==> config.mk <==
export PLATFORM = sky130hd
export DESIGN_NAME = smbus_bidir_relay
export DESIGN_NICKNAME = d
export VERILOG_FILES = /design/src/rtl/smbus_bidir_relay.sv
export SDC_FILE = /design/constraint.sdc
export NUM_CORES = 1
export LEC_CHECK = 0
export ABC_AREA = 1
export CAP_MARGIN = 20
export CELL_PAD_IN_SITES_DETAIL_PLACEMENT = 1
export CELL_PAD_IN_SITES_GLOBAL_PLACEMENT = 2
export CORE_MARGIN = 2
export CORE_UTILIZATION = 25
export DETAILED_ROUTE_END_ITERATION = 7
export PLACE_DENSITY_LB_ADDON = 0.2
export SYNTH_ARGS = -nofsm -noshare
export SYNTH_HDL_FRONTEND = slang
export SYNTH_SLANG_ARGS = --single-unit
export TNS_END_PERCENT = 50
==> constraint.sdc <==
create_clock -name iClk -period 1.7 [get_ports iClk]
set_input_delay 0.17 -clock iClk [delete_from_list [all_inputs] [get_ports iClk]]
set_output_delay 0.17 -clock iClk [all_outputs]
set_load 0.01 [all_outputs]
==> src/rtl/smbus_bidir_relay.sv <==
// N-channel open-drain relay for SMBus/I2C lines between a host segment (A) and
// a device segment (B). Each channel synchronises and filters both pads, then a
// small FSM decides which side owns the line and mirrors its low onto the other.
module smbus_bidir_relay #(
  parameter int unsigned NUM_CH      = 6,
  parameter int unsigned FILTER_LEN  = 4,
  parameter int unsigned HOLDOFF_CYC = 8,
  parameter int unsigned TIMEOUT_CYC = 65535
) (
  input  logic              iClk,
  input  logic              iRst,
  input  logic [NUM_CH-1:0] iEnable,
  input  logic [NUM_CH-1:0] iA,
  input  logic [NUM_CH-1:0] iB,
  output logic [NUM_CH-1:0] oA_oe,
  output logic [NUM_CH-1:0] oB_oe,
  output logic [NUM_CH-1:0] oStuck,
  output logic [NUM_CH-1:0] oBusy
);

  localparam int unsigned TimerW = $clog2(TIMEOUT_CYC + 1);

  typedef enum logic [2:0] {
    StIdle,
    StADrives,
    StBDrives,
    StRelease,
    StStuck
  } state_e;

  for (genvar i = 0; i < NUM_CH; i++) begin : g_ch
    // Index 0 is the A side, index 1 the B side.
    logic [1:0]            pad;
    logic [1:0]            sync1_q, sync1_d;
    logic [1:0]            sync2_q, sync2_d;
    logic [1:0]            filt_q, filt_d;
    logic [FILTER_LEN-1:0] hist_q [2];
    logic [FILTER_LEN-1:0] hist_d [2];
    state_e                state_q, state_d;
    logic [TimerW-1:0]     timer_q, timer_d;

    assign pad = {iB[i], iA[i]};

    // Input conditioning: two-flop synchroniser, history shift, unanimous filter.
    always_comb begin
      sync1_d = pad;
      sync2_d = sync1_q;
      for (int s = 0; s < 2; s++) begin
        hist_d[s] = FILTER_LEN'({hist_q[s], sync2_q[s]});
        filt_d[s] = filt_q[s];
        if (&hist_q[s]) begin
          filt_d[s] = 1'b1;
        end else if (~|hist_q[s]) begin
          filt_d[s] = 1'b0;
        end
      end
    end

    // Direction arbitration and channel timer.
    always_comb begin
      state_d = state_q;
      timer_d = timer_q;
      unique case (state_q)
        StIdle: begin
          // A wins a simultaneous fall.
          if (!filt_q[0]) begin
            state_d = StADrives;
          end else if (!filt_q[1]) begin
            state_d = StBDrives;
          end
        end
        StADrives: begin
          // The B level is our own echo here, so only A is watched.
          if (filt_q[0]) begin
            state_d = StRelease;
          end else if (timer_q == TimerW'(TIMEOUT_CYC - 1)) begin
            // Timer would reach TIMEOUT_CYC on this edge.
            state_d = StStuck;
          end
        end
        StBDrives: begin
          if (filt_q[1]) begin
            state_d = StRelease;
          end else if (timer_q == TimerW'(TIMEOUT_CYC - 1)) begin
            state_d = StStuck;
          end
        end
        StRelease: begin
          // Ignore both inputs while the released side's echo decays.
          if (timer_q == TimerW'(HOLDOFF_CYC - 1)) begin
            state_d = StIdle;
          end
        end
        StStuck: begin
          if (&filt_q) begin
            state_d = StIdle;
          end
        end
        default: state_d = StIdle;
      endcase

      if ((state_q == StADrives || state_q == StBDrives || state_q == StRelease) &&
          timer_q != TimerW'(TIMEOUT_CYC)) begin
        timer_d = timer_q + 1'b1;
      end

      if (!iEnable[i]) begin
        state_d = StIdle;
      end

      if (state_d != state_q) begin
        timer_d = '0;
      end
    end

    // State, timer and conditioning registers; reset leaves both lines released.
    always_ff @(posedge iClk) begin
      if (iRst) begin
        sync1_q   <= '1;
        sync2_q   <= '1;
        filt_q    <= '1;
        hist_q[0] <= '1;
        hist_q[1] <= '1;
        state_q   <= StIdle;
        timer_q   <= '0;
      end else begin
        sync1_q <= sync1_d;
        sync2_q <= sync2_d;
        filt_q  <= filt_d;
        hist_q  <= hist_d;
        state_q <= state_d;
        timer_q <= timer_d;
      end
    end

    assign oB_oe[i]  = (state_q == StADrives);
    assign oA_oe[i]  = (state_q == StBDrives);
    assign oStuck[i] = (state_q == StStuck);
    assign oBusy[i]  = (state_q != StIdle);
  end

endmodule

* Word-level counts from Yosys, hierarchy flattened
Index checks and enable logic that the tools add are counted.
Word-level totals: flip-flop bits (word level) 198, word-level logic and storage cells 234
Operators by class: add/subtract/negate cells 6, equality and inequality tests 48, mux-type cells 54, reduce and logical (&&, ||, !) cells 78
Operators with widths (count):
- $mux W3 | 48
- $add A16 B1 Y16 const B | 6
- $eq A16 B16 Y1 const B | 6
- $eq A16 B3 Y1 const B | 6
- $ne A16 B16 Y1 const B | 6
- $pmux W3 S5 | 6
- $reduce_and A4 Y1 | 12
- $reduce_or A4 Y1 | 12
- $eq A3 B2 Y1 const B | 12
- $reduce_or A2 Y1 | 18
- $eq A3 B1 Y1 const B | 6
- $eq A3 B3 Y1 const B | 6
- $logic_not A3 Y1 | 6
- $ne A3 B3 Y1 | 6
- $reduce_bool A3 Y1 | 6
- $logic_or A1 B1 Y1 | 12
- $reduce_and A2 Y1 | 6
- $logic_and A1 B1 Y1 | 6

* Longest topological paths before layout
word-level depth 7, depth in mapped cells 16, mapped depth without buffers 15

* Worst setup path before layout
Ideal clock, no wire load.
path kind flip-flop to flip-flop, from register g_ch[4].timer_q[0], to register g_ch[4].timer_q[13], setup time 120 ps, arrival time 1553 ps, data required time 1580 ps, path slack 27 ps, cell stages (with the launch flop) 10, clock period less this slack 1673 ps, cell sequence dfxtp_1 -> ha_1 -> inv_1 -> nor2_1 -> nand2_1 -> o21ai_2 -> nor3_1 -> nand3_1 -> xor2_1 -> nor2_4
Between the ends: longest elaborated chain between the ends 7, elaborated cells between the ends (all ways) 13
RTL lines:
- start: declaration | line 40 | logic [TimerW-1:0] timer_q, timer_d;
- start signal: assignment | line 132 | timer_q <= timer_d;
- $eq A16 B16 Y1 | line 76, 84
- $mux W3 | line 76, 84
- $mux W3 (on tied branches) | line 82, 74
- $pmux W3 S5 | line 63 | unique case (state_q)
- $mux W3 | line 107 | if (!iEnable[i]) begin
- $ne A3 B3 Y1 | line 111 | if (state_d != state_q) begin
- $reduce_or A2 Y1 (no line)
Parallel ways exist; a longest one is shown, timed or not. A chain may end at the register's enable or synchronous reset.

* Worst setup path after layout
from register g_ch[0].timer_q[0], to register g_ch[0].timer_q[10]
Between the ends: longest elaborated chain between the ends 7, elaborated cells between the ends (all ways) 13
RTL lines (line):
- start: declaration | 40
- start signal: assignment | 132
- $eq A16 B16 Y1 | 76, 84
- $mux W3 | 76, 84
- $mux W3 (on tied branches) | 82, 74
- $pmux W3 S5 | 63
- $mux W3 | 107
- $ne A3 B3 Y1 | 111
- $reduce_or A2 Y1 (no line)
Parallel ways exist; a longest one is shown, timed or not.

==> flow_summary.toml <==
[sta]
fmaxAchievable_mhz = 556
fin_ws_ns = -0.0989
post-route-min-period_ns = 1.80
pin_slew_with_the_least_headroom_to_its_limit_ns = 0.365
report.final.setup_viol = 98
post-route-period-util_pct = 106
setup_skew_ns = 0.0147
grt_setup_unrepaired = "yes"
timing.final.max_slew_violations = 0
finalSetupTns_ns = -5.16
hold_slack_ns = 0.228
max-slew-margin-rel_pct = 75.7
final_hold_viol_count = 0

[clocking]
cts_root_buffer = "sky130_fd_sc_hd__clkbuf_16"
clockBufferDepth = 2
cts_tree = "built"
clock_tree.htree_level_count = 4
cts_inserted_buffers = 17
clock_pin_slew_reported_for_the_worst_setup_and_hold_paths_after_clock_tree_synthesis_ns = 0.07
clock_latency_ns = 0.45
number_of_sinks_on_the_clock_net = 198
ctsHoldBuffers = 0

[critical_path]
crit_path_cell_trace = "inv_2, ha_4, inv_2, nor2_2, nand2_2, o21ai_2, nand2_1, nand2_1, nand2_1, nand2_1, nand2_1, nand2_2, nand3_4, buf_12, nor2_4"
cp_data_required_time_ns = 2.08
critPathLaunchType = "flop"
arrival_ns = 2.18
maximum_fanout_along_the_worst_path = 6
critPathKind = "reg2reg"
worstSetupEndpointType = "flop"
cpPeakStageDelay_ns = 0.37
path_common_cell = "sky130_fd_sc_hd__nand2_1"
timing.critical_path.slowest_stage_cell = "sky130_fd_sc_hd__dfxtp_4"
worstPathBufferInverterCount = 3
critical_path.top_delay_family = "simple AND/OR/NAND/NOR gates"

[synthesis]
synthTopCellsByArea = "sky130_fd_sc_hd__dfxtp_1, sky130_fd_sc_hd__nand2_1, sky130_fd_sc_hd__nor2_1, sky130_fd_sc_hd__inv_1, sky130_fd_sc_hd__xor2_1"
total_of_flip_flops_plus_latches_after_synthesis = 198
yosysMostFrequentCell = "sky130_fd_sc_hd__nand2_1"
synth_async_sr_flop_share_pct = 0
netlist_instances = 1384
mappedNetlistNets = 1416
yosys.cell_types.count = 37
synth.avg_cell_area_um2 = 7.27
seq_area_frac_synth_pct = 39.4
ys_dominant_reg_cell = "sky130_fd_sc_hd__dfxtp_1"
ys_top_cells_by_count = "sky130_fd_sc_hd__nand2_1, sky130_fd_sc_hd__nor2_1, sky130_fd_sc_hd__dfxtp_1"
number_of_flops_mapped_to_enable_cells_by_yosys = 0
netlist.top_cell.by_area = "sky130_fd_sc_hd__dfxtp_1"
post_syn_area_mm2 = 0.0101
yosysWarnings = 0
post-synth-top-area-fraction_pct = 39.4

[global_routing]
globalRoute.totalOverflow = 0
antenna_found_initial = 1
grt_pass1_vias = 10100
met1_usage_pct = 16.9
grt_max_degree = 102
gr-max-usage-layer = "met2"
grt_use_met3_pct = 2.69
grt_util_met2_pct = 24.9
grt_use_total_pct = 14.0
grt_pass1_wl_um = 47800

[finish]
final_layout_size_suffix_gt1_share_pct = 45.3
area_growth_pct = 50.3
num-nets-final = 1748
final_core_utilization_pct = 38.1
n_antenna_cell = 0

[placed_design]
port_buffers = 43
place.detailed.hpwl_um = 20600
globalplace.congestion = 0.796

[power_and_ir_drop]
cellPowerDensity_mw_per_mm2 = 611
leakage_nw = 6.06
max-vdd-ir-drop_v = 0.000675

[floorplan]
core.rowCount = 73
pin_count = 44
dieArea_mm2 = 0.0419
initial_utilization_pct = 25.3
die_x_um = 205
floorplan.core_area_mm2 = 0.0397
die-height_um = 205

[worst_hold_path]
kind_of_path_behind_the_tightest_hold_check = "in2reg"

[routing]
drc = 0
antenna_violating_nets_post_route = 0
drt_iter0_markers = 266
drt-pass1-iter-count = 4
totalWireLength_um = 28500
routed_via_density = 4.26
via_count = 9593
detail_route.wl_per_cell_um = 12.7

[run_status]
violations = "setup timing"
run_status = "finished, violations left"

[run]
cap_violations = 0
-- layout make-up --
class / instances / area [um2]
Clock inverter: 14 / 186
Multi-Input combinational cell: 982 / 6230
Fill cell: 4793 / 24600
Inverter: 186 / 722
Tap cell: 525 / 657
Clock buffer: 17 / 425
Timing Repair Buffer: 331 / 2800
Sequential cell: 198 / 4120
-- logic make-up (layout without fill, tap and decap cells) --
logic type,Yosys count,count (layout),share of synthesized area (%)
DFF,198,198,39.4
xor gates and xnor gates,81,81,7.05
adders and majority gates,12,12,1.49
AOI/OAI and AO/OA,91,91,5.10
and+or+nand+nor,798,798,38.8
buffers and inverters,204,548,8.20
-- cells in the final DEF, fill, tap and decap left out, drive strengths merged, types with 6 or more instances in the layout --
cell and n:
nor3 36, clkdlybuf4s50 18, inv 191, xnor2 23, nor2 278, xor2 58
nand3 75, clkinv 6, nand2 290, a21oi 28, o21ai 46, nor4 13
dfxtp 198, or2 72, dlygate4sd2 11, nand4 31, buf 295, clkbuf 24
ha 12, a41oi 11
-- where the power goes --
part	internal [mW]	switching [mW]	total [mW]
Combinational	0.173	0.192	0.365
Clock	2.23	2.01	4.24
Sequential	4.63	0.0169	4.65
-- what timing repair did --
item                                    CTS  global route
setup buffers                            34            25
gates cloned                              2             3
resized for setup                       205           232
endpoints found under the setup margin  120           118
pin swaps                                52            72
-- registers in the layout (all words and copies together) (netlist names) --
signal / cells
g_ch.timer_q: 96
g_ch.hist_q: 12
g_ch.sync1_q: 12
g_ch.state_q: 18
g_ch.filt_q: 12
g_ch.sync2_q: 12
g_ch.hist_d: 36
-- path summary, 6_finish.rpt --
check	from	endpoint	slack, ns	cells past startpoint
worst min register to register	g_ch[5].sync2_q[1]$_SDFF_PP1_	g_ch[5].hist_d[1]$_SDFF_PP1_	0.41	1
worst max register to register	g_ch[0].timer_q[0]$_SDFFE_PP0P_	g_ch[0].timer_q[10]$_SDFFE_PP0P_	-0.1	15
worst min-delay path	iRst	g_ch[4].state_q[2]$_SDFF_PP0_	0.23	3
worst max-delay path	g_ch[0].timer_q[0]$_SDFFE_PP0P_	g_ch[0].timer_q[10]$_SDFFE_PP0P_	-0.1	15
-- layer usage --
| metal | part of all wire [%] | vias to the layer above |
|---|---|---|
| li1 | - | 4994 |
| met1 | 46 | 4506 |
| met2 | 50 | 61 |
| met3 | 2.2 | 32 |
| met4 | 1.4 | 0 |
| met5 | 0 | - |
-- tightest hold or removal path: stages --
cell and delay (ns):
sky130_fd_sc_hd__buf_2 0.12, sky130_fd_sc_hd__buf_12 0.21, sky130_fd_sc_hd__nor2_1 0.13
-- per-stage QoR --
step	instances	instance area [um2]	setup WS [ns]	total power, mW
global placement	2158	12800	-0.201	5.10
CTS	2225	14200	-0.151	9.44
finish	2253	15100	-0.0989	9.25
global route	2253	15100	-0.250	9.69
detailed placement	2158	12800	-0.211	5.10
floorplan	1384	10100	0.0275	4.95
Power figures use the tool's default switching activity.
